File: src/rtl/snd_seq_ctrl_pkg.sv
// rtl/snd_seq_ctrl_pkg.sv - shared state encoding and sound descriptor table for the sequencer
package snd_seq_ctrl_pkg;

  typedef enum logic [1:0] {
    ST_IDLE,
    ST_PLAY,
    ST_FETCH,
    ST_END
  } state_t;

  // Descriptor table: LUT start address and sample count per sound id.
  function automatic int snd_base(input int id);
    case (id)
      0:       return 'h040;
      1:       return 'h100;
      2:       return 'h3FE;
      3:       return 'h200;
      default: return 0;
    endcase
  endfunction

  function automatic int snd_len(input int id);
    case (id)
      0:       return 3;
      1:       return 4;
      2:       return 4;
      3:       return 0;
      default: return 0;
    endcase
  endfunction

endpackage

File: src/rtl/snd_tick_gen.sv
// rtl/snd_tick_gen.sv - sample-rate divider with synchronous clear and 1-cycle tick
module snd_tick_gen #(
  parameter int DIV = 8
) (
  input  logic clk,
  input  logic rst_n,
  input  logic clr,
  output logic tick
);

  localparam int CW = (DIV > 1) ? $clog2(DIV) : 1;
  localparam logic [CW-1:0] LAST = CW'(DIV - 1);

  logic [CW-1:0] cnt;

  always_ff @(posedge clk) begin
    if (!rst_n || clr) begin
      cnt <= '0;
    end else if (cnt == LAST) begin
      cnt <= '0;
    end else begin
      cnt <= cnt + CW'(1);
    end
  end

  // A clear in cycle t places the first tick DIV cycles later.
  assign tick = (cnt == LAST);

endmodule

File: src/rtl/snd_seq_ctrl.sv
// rtl/snd_seq_ctrl.sv - fixed-priority play arbiter and LUT sample sequencer
module snd_seq_ctrl
  import snd_seq_ctrl_pkg::*;
#(
  parameter int N_REQ     = 4,
  parameter int SND_W     = 2,
  parameter int ADDR_W    = 10,
  parameter int DATA_W    = 8,
  parameter int CLK_HZ    = 50000000,
  parameter int SAMPLE_HZ = 8000
) (
  input  logic                   clk,
  input  logic                   rst_n,
  input  logic [N_REQ-1:0]       req,
  input  logic [N_REQ*SND_W-1:0] req_snd,
  input  logic                   stop,
  output logic [N_REQ-1:0]       grant,
  output logic                   busy,
  output logic                   done,
  output logic                   lut_rd_en,
  output logic [ADDR_W-1:0]      lut_addr,
  input  logic [DATA_W-1:0]      lut_data,
  output logic [DATA_W-1:0]      sample_out,
  output logic                   sample_vld
);

  localparam int DIV   = CLK_HZ / SAMPLE_HZ;
  localparam int LEN_W = ADDR_W + 1;
  localparam logic [DATA_W-1:0] MID = {1'b1, {(DATA_W-1){1'b0}}};

  state_t              state, state_nxt;
  logic [ADDR_W-1:0]   base_q;
  logic [LEN_W-1:0]    len_q;
  logic [LEN_W-1:0]    cnt_q;
  logic [DATA_W-1:0]   sample_q;
  logic                tick;
  logic                any_req;
  logic                accept;
  logic [N_REQ-1:0]    pick;
  logic [SND_W-1:0]    pick_snd;

  // Lowest index wins.
  always_comb begin
    any_req  = 1'b0;
    pick     = '0;
    pick_snd = '0;
    for (int i = 0; i < N_REQ; i++) begin
      if (req[i] && !any_req) begin
        any_req  = 1'b1;
        pick[i]  = 1'b1;
        pick_snd = req_snd[i*SND_W +: SND_W];
      end
    end
  end

  assign accept = (state == ST_IDLE) && any_req;

  snd_tick_gen #(
    .DIV(DIV)
  ) u_tick (
    .clk  (clk),
    .rst_n(rst_n),
    .clr  (accept),
    .tick (tick)
  );

  always_comb begin
    state_nxt  = state;
    grant      = '0;
    lut_rd_en  = 1'b0;
    lut_addr   = '0;
    sample_vld = 1'b0;
    done       = 1'b0;
    case (state)
      ST_IDLE: begin
        if (any_req) begin
          grant     = pick;
          state_nxt = (snd_len(int'(pick_snd)) == 0) ? ST_END : ST_PLAY;
        end
      end
      ST_PLAY: begin
        if (stop) begin
          state_nxt = ST_IDLE;
        end else if (tick) begin
          lut_rd_en = 1'b1;
          lut_addr  = base_q + cnt_q[ADDR_W-1:0];
          state_nxt = ST_FETCH;
        end
      end
      ST_FETCH: begin
        if (stop) begin
          state_nxt = ST_IDLE;
        end else begin
          sample_vld = 1'b1;
          state_nxt  = (cnt_q == len_q - LEN_W'(1)) ? ST_END : ST_PLAY;
        end
      end
      ST_END: begin
        done      = !stop;
        state_nxt = ST_IDLE;
      end
      default: state_nxt = ST_IDLE;
    endcase
  end

  assign busy = (state != ST_IDLE);
  // LUT data is presented in the fetch cycle itself, then held in sample_q.
  assign sample_out = sample_vld ? lut_data : sample_q;

  always_ff @(posedge clk) begin
    if (!rst_n) begin
      state    <= ST_IDLE;
      base_q   <= '0;
      len_q    <= '0;
      cnt_q    <= '0;
      sample_q <= MID;
    end else begin
      state <= state_nxt;
      if (accept) begin
        base_q <= ADDR_W'(snd_base(int'(pick_snd)));
        len_q  <= LEN_W'(snd_len(int'(pick_snd)));
        cnt_q  <= '0;
      end
      if (sample_vld) begin
        sample_q <= lut_data;
        cnt_q    <= cnt_q + LEN_W'(1);
      end
      if (busy && (stop || state == ST_END)) begin
        sample_q <= MID;
      end
    end
  end

endmodule

File: config.mk
export PLATFORM = sky130hd
export DESIGN_NAME = snd_seq_ctrl
export DESIGN_NICKNAME = d
export VERILOG_FILES = /design/src/rtl/snd_seq_ctrl_pkg.sv /design/src/rtl/snd_tick_gen.sv /design/src/rtl/snd_seq_ctrl.sv
export SDC_FILE = /design/constraint.sdc
export NUM_CORES = 1
export LEC_CHECK = 0
export ABC_AREA = 1
export CAP_MARGIN = 10
export CORE_ASPECT_RATIO = 0.75
export CORE_UTILIZATION = 40
export CTS_BUF_LIST = sky130_fd_sc_hd__clkbuf_8 sky130_fd_sc_hd__clkbuf_16
export DETAILED_ROUTE_END_ITERATION = 10
export PLACE_DENSITY = 0.64
export SKIP_CTS_REPAIR_TIMING = 1
export SYNTH_ARGS = -nofsm -noshare
export SYNTH_HDL_FRONTEND = slang
export SYNTH_HIERARCHICAL = 1
export SYNTH_SLANG_ARGS = --single-unit
File: constraint.sdc
create_clock -name clk -period 3.43 [get_ports clk]
set_input_delay 0.5145 -clock clk [delete_from_list [all_inputs] [get_ports clk]]
set_output_delay 0.5145 -clock clk [all_outputs]
set_load 0.02 [all_outputs]
==> impl_metrics.csv <==
group,metric,value,unit
hold_path,worstHoldPathType,"flip-flop to flip-flop",
final_layout,nNetsFinal,505,
timing,timing.final.max_slew_violations,0,
final_layout,finish.cell_count_without_fillers,548,
die,floorplan.rows,25,
logic_synthesis,number_of_flops_mapped_to_enable_cells_by_yosys,0,
timing,tns,0,ns
route,remaining_drc_errors,0,
logic_synthesis,seq_total_area_yosys,28.9,%
pwr,power_report.internal_total,803,uW
logic_synthesis,synth_async_sr_flop_share,0,%
worst_setup_path,critical_path_required,2.92,ns
timing,fin_crit_sh,90.2,%
global_routing,grt_pass1_wl,10300,um
cts,worst_setup_hold_path_clk_slew,0.07,ns
pwr,vdd_ir_drop_max,0.176,mV
logic_synthesis,synth.top_cells.by_count,"sky130_fd_sc_hd__nand2_1, sky130_fd_sc_hd__inv_1, sky130_fd_sc_hd__nor2_1",
die,coreArea,6410,um2
timing,slew_headroom,60.8,%
logic_synthesis,synth.top_cells.by_area,"sky130_fd_sc_hd__dfxtp_1, sky130_fd_sc_hd__nand2_1, sky130_fd_sc_hd__inv_1",
worst_setup_path,start_kind,"flip-flop",
timing,fmaxAchievable,323,MHz
cts,cts.sink_count,39,
logic_synthesis,post_synth_inst_count,415,
final_layout,drive_above_1_share,9.42,%
timing,timing.final.hold_violations,0,
cts,cts_tree,"yes",
route,route.antenna.remaining_nets,0,
global_routing,initial_antenna_violation_count,0,
place,finalWeightedCongestion,0.839,
place,place_inst,540,
global_routing,largest_net_degree_at_the_start_of_global_routing,17,
cts,cts_root_buf,"sky130_fd_sc_hd__clkbuf_8",
route,totalWireLength,5880,um
final_layout,area.growth.synth_to_final,24.2,%
final_layout,diodes,0,
die,die_ar,7100,um2
logic_synthesis,synth_nets,454,
logic_synthesis,post_synth.cell_area_avg,6.52,um2
route,avgRoutedWirePerCell,10.7,um
global_routing,all_layer_gr_usage,17.6,%
route,detail_route.iter0.violations,99,
logic_synthesis,dominantRegCellSynth,"sky130_fd_sc_hd__dfxtp_1",
cts,h-tree-depth,2,
timing,tightest_slew,0.586,ns
timing,final.setup_skew,0.00427,ns
hold_path,hold_depth,1,
logic_synthesis,yosys_register_bits,39,
timing,period_needed,3.09,ns
worst_setup_path,critPathMaxFanout,8,
die,io_pins,49,
run,max_cap_violations,0,
die,start_util,42.2,%
route,dr.pass1.iters,4,
cts,numCtsBuffers,5,
logic_synthesis,synth_top_area_cell,"sky130_fd_sc_hd__dfxtp_1",
timing,final_critical_path_setup_slack,0.336,ns
die,chipHeight,73.2,um
worst_setup_path,worst_r2r_path_depth,6,
pwr,switching_power_as_a_share_of_total_power,28.1,%
cts,cts.path.max_buffers,2,
cts,clk_latency,0.29,ns
place,port-buffer-count,48,
logic_synthesis,post-synth-top-area-fraction,28.9,%
place,dpl_worst_slack,0.366,ns
timing,number_of_endpoints_failing_setup_at_the_final_stage,0,
pwr,power_frac_comb,21.2,%
worst_setup_path,setup.worst_path.end_class,"output port",
logic_synthesis,ys.warnings.count,6,
global_routing,grt_remaining_overflow,0,
logic_synthesis,cell_variety_after_synth,30,
logic_synthesis,yosys.cell_count.top_type,"sky130_fd_sc_hd__nand2_1",
pwr,p_leak,0.00142,uW
timing,grt_setup_unrepaired,"false",
global_routing,first_global_vias,2325,
logic_synthesis,netlist_area,2700,um2
worst_setup_path,critPathArrivalTime,2.58,ns
place,hpwl,4620,um
final_layout,fill_cells,646,
route,vias_per_cell,4.78,
worst_setup_path,criticalPathCategory,"flip-flop to output port",
die,die-width,96.9,um
pwr,share_seq_of_total_power,43.5,%
pwr,net_switching_component_of_the_power,314,uW
pwr,share_clk_of_total_power,35.3,%
route,via_count,2621,
pwr,power.density_cell_area,332,nW/um2
run_status,run_status,"complete, no violations",
-- worst max-delay path, cell delays in order, from the launching register on --
cell and delay, ns:
sky130_fd_sc_hd__dfxtp_1 0.43, sky130_fd_sc_hd__ha_1 0.30, sky130_fd_sc_hd__fa_1 0.45, sky130_fd_sc_hd__nand3_1 0.10, sky130_fd_sc_hd__nand3_1 0.11, sky130_fd_sc_hd__nand2_1 0.12, sky130_fd_sc_hd__a21oi_1 0.07, sky130_fd_sc_hd__nor2_1 0.10
sky130_fd_sc_hd__clkdlybuf4s50_1 0.61
-- stage by stage --
step	total power [uW]	util (%)	area [um2]	hold slack, ns
6_report	1120	52.4	3360	0.482
3_5_place_dp	734	50.5	3240	0.474
4_1_cts	1130	52.4	3360	0.486
3_3_place_gp	732	50.5	3240	0.468
5_1_grt	1180	52.4	3360	0.504
2_1_floorplan	652	-	2700	0.445
-- power by group through the flow --
stage | Combinational (uW) | Clock [uW] | Sequential, uW
finish | 237 | 394 | 486
global route | 269 | 424 | 488
CTS | 239 | 405 | 486
detailed placement | 237 | 0 | 496
global placement | 236 | 0 | 496
floorplan | 160 | 0 | 492
-- cells by family (layout without fill, tap and decap cells) --
kind of cell / count (synthesis) / in the layout / share of synthesized area (%)
and+or+nand+nor: 214 / 214 / 35.7
buffers and inverters: 76 / 128 / 11.9
AOI/OAI and AO/OA: 65 / 65 / 14.2
DFF: 39 / 39 / 28.9
adders and majority gates: 16 / 16 / 7.68
xor gates and xnor gates: 5 / 5 / 1.62
-- routing by layer --
metal	GRT usage (%)	vias to the layer above	routed length [um]
met2	26.8	51	2320
met3	3.83	5	247
met5	0	-	0
met1	25.1	1138	3270
li1	-	1427	-
met4	4.98	0	44
-- registers in the layout, summed over array words and instances (netlist names) --
register / flops
u_tick/cnt: 13
cnt_q: 11
state: 2
base_q: 4
sample_q: 8
len_q: 1
-- final cells by class --
cell class / instances / area [um2] / area share (%)
Timing Repair Buffer: 50 / 495 / 14.8
Tap cell: 81 / 101 / 3.02
Multi-Input combinational cell: 300 / 1600 / 47.7
Clock inverter: 2 / 35.0 / 1.04
Sequential cell: 39 / 781 / 23.2
Inverter: 70 / 263 / 7.82
Clock buffer: 6 / 82.6 / 2.46
-- worst paths after layout --
check / start / endpoint / slack [ns]
worst max-delay path: base_q[7] / lut_addr[9] / 0.34
worst min-delay path: u_tick/cnt[0] / u_tick/cnt[0] / 0.48
worst max register to register: state[0] / u_tick/cnt[7] / 1.80
worst min register to register: u_tick/cnt[0] / u_tick/cnt[0] / 0.48
-- placed cells by master, fill, tap and decap left out, types with 4 or more instances in the layout --
cell type,instances
sky130_fd_sc_hd__clkdlybuf4s50_1,48
sky130_fd_sc_hd__nor2_2,7
sky130_fd_sc_hd__a211oi_1,8
sky130_fd_sc_hd__nand2_1,93
sky130_fd_sc_hd__a21oi_1,30
sky130_fd_sc_hd__nand4_1,8
sky130_fd_sc_hd__ha_1,15
sky130_fd_sc_hd__or2_2,8
sky130_fd_sc_hd__o21ai_0,14
sky130_fd_sc_hd__clkbuf_8,6
sky130_fd_sc_hd__a21oi_2,6
sky130_fd_sc_hd__nor2_4,5
sky130_fd_sc_hd__xnor2_1,4
sky130_fd_sc_hd__dfxtp_1,39
sky130_fd_sc_hd__nor2_1,56
sky130_fd_sc_hd__nand3_1,29
sky130_fd_sc_hd__inv_1,68
(Power assumes the default switching activity.)
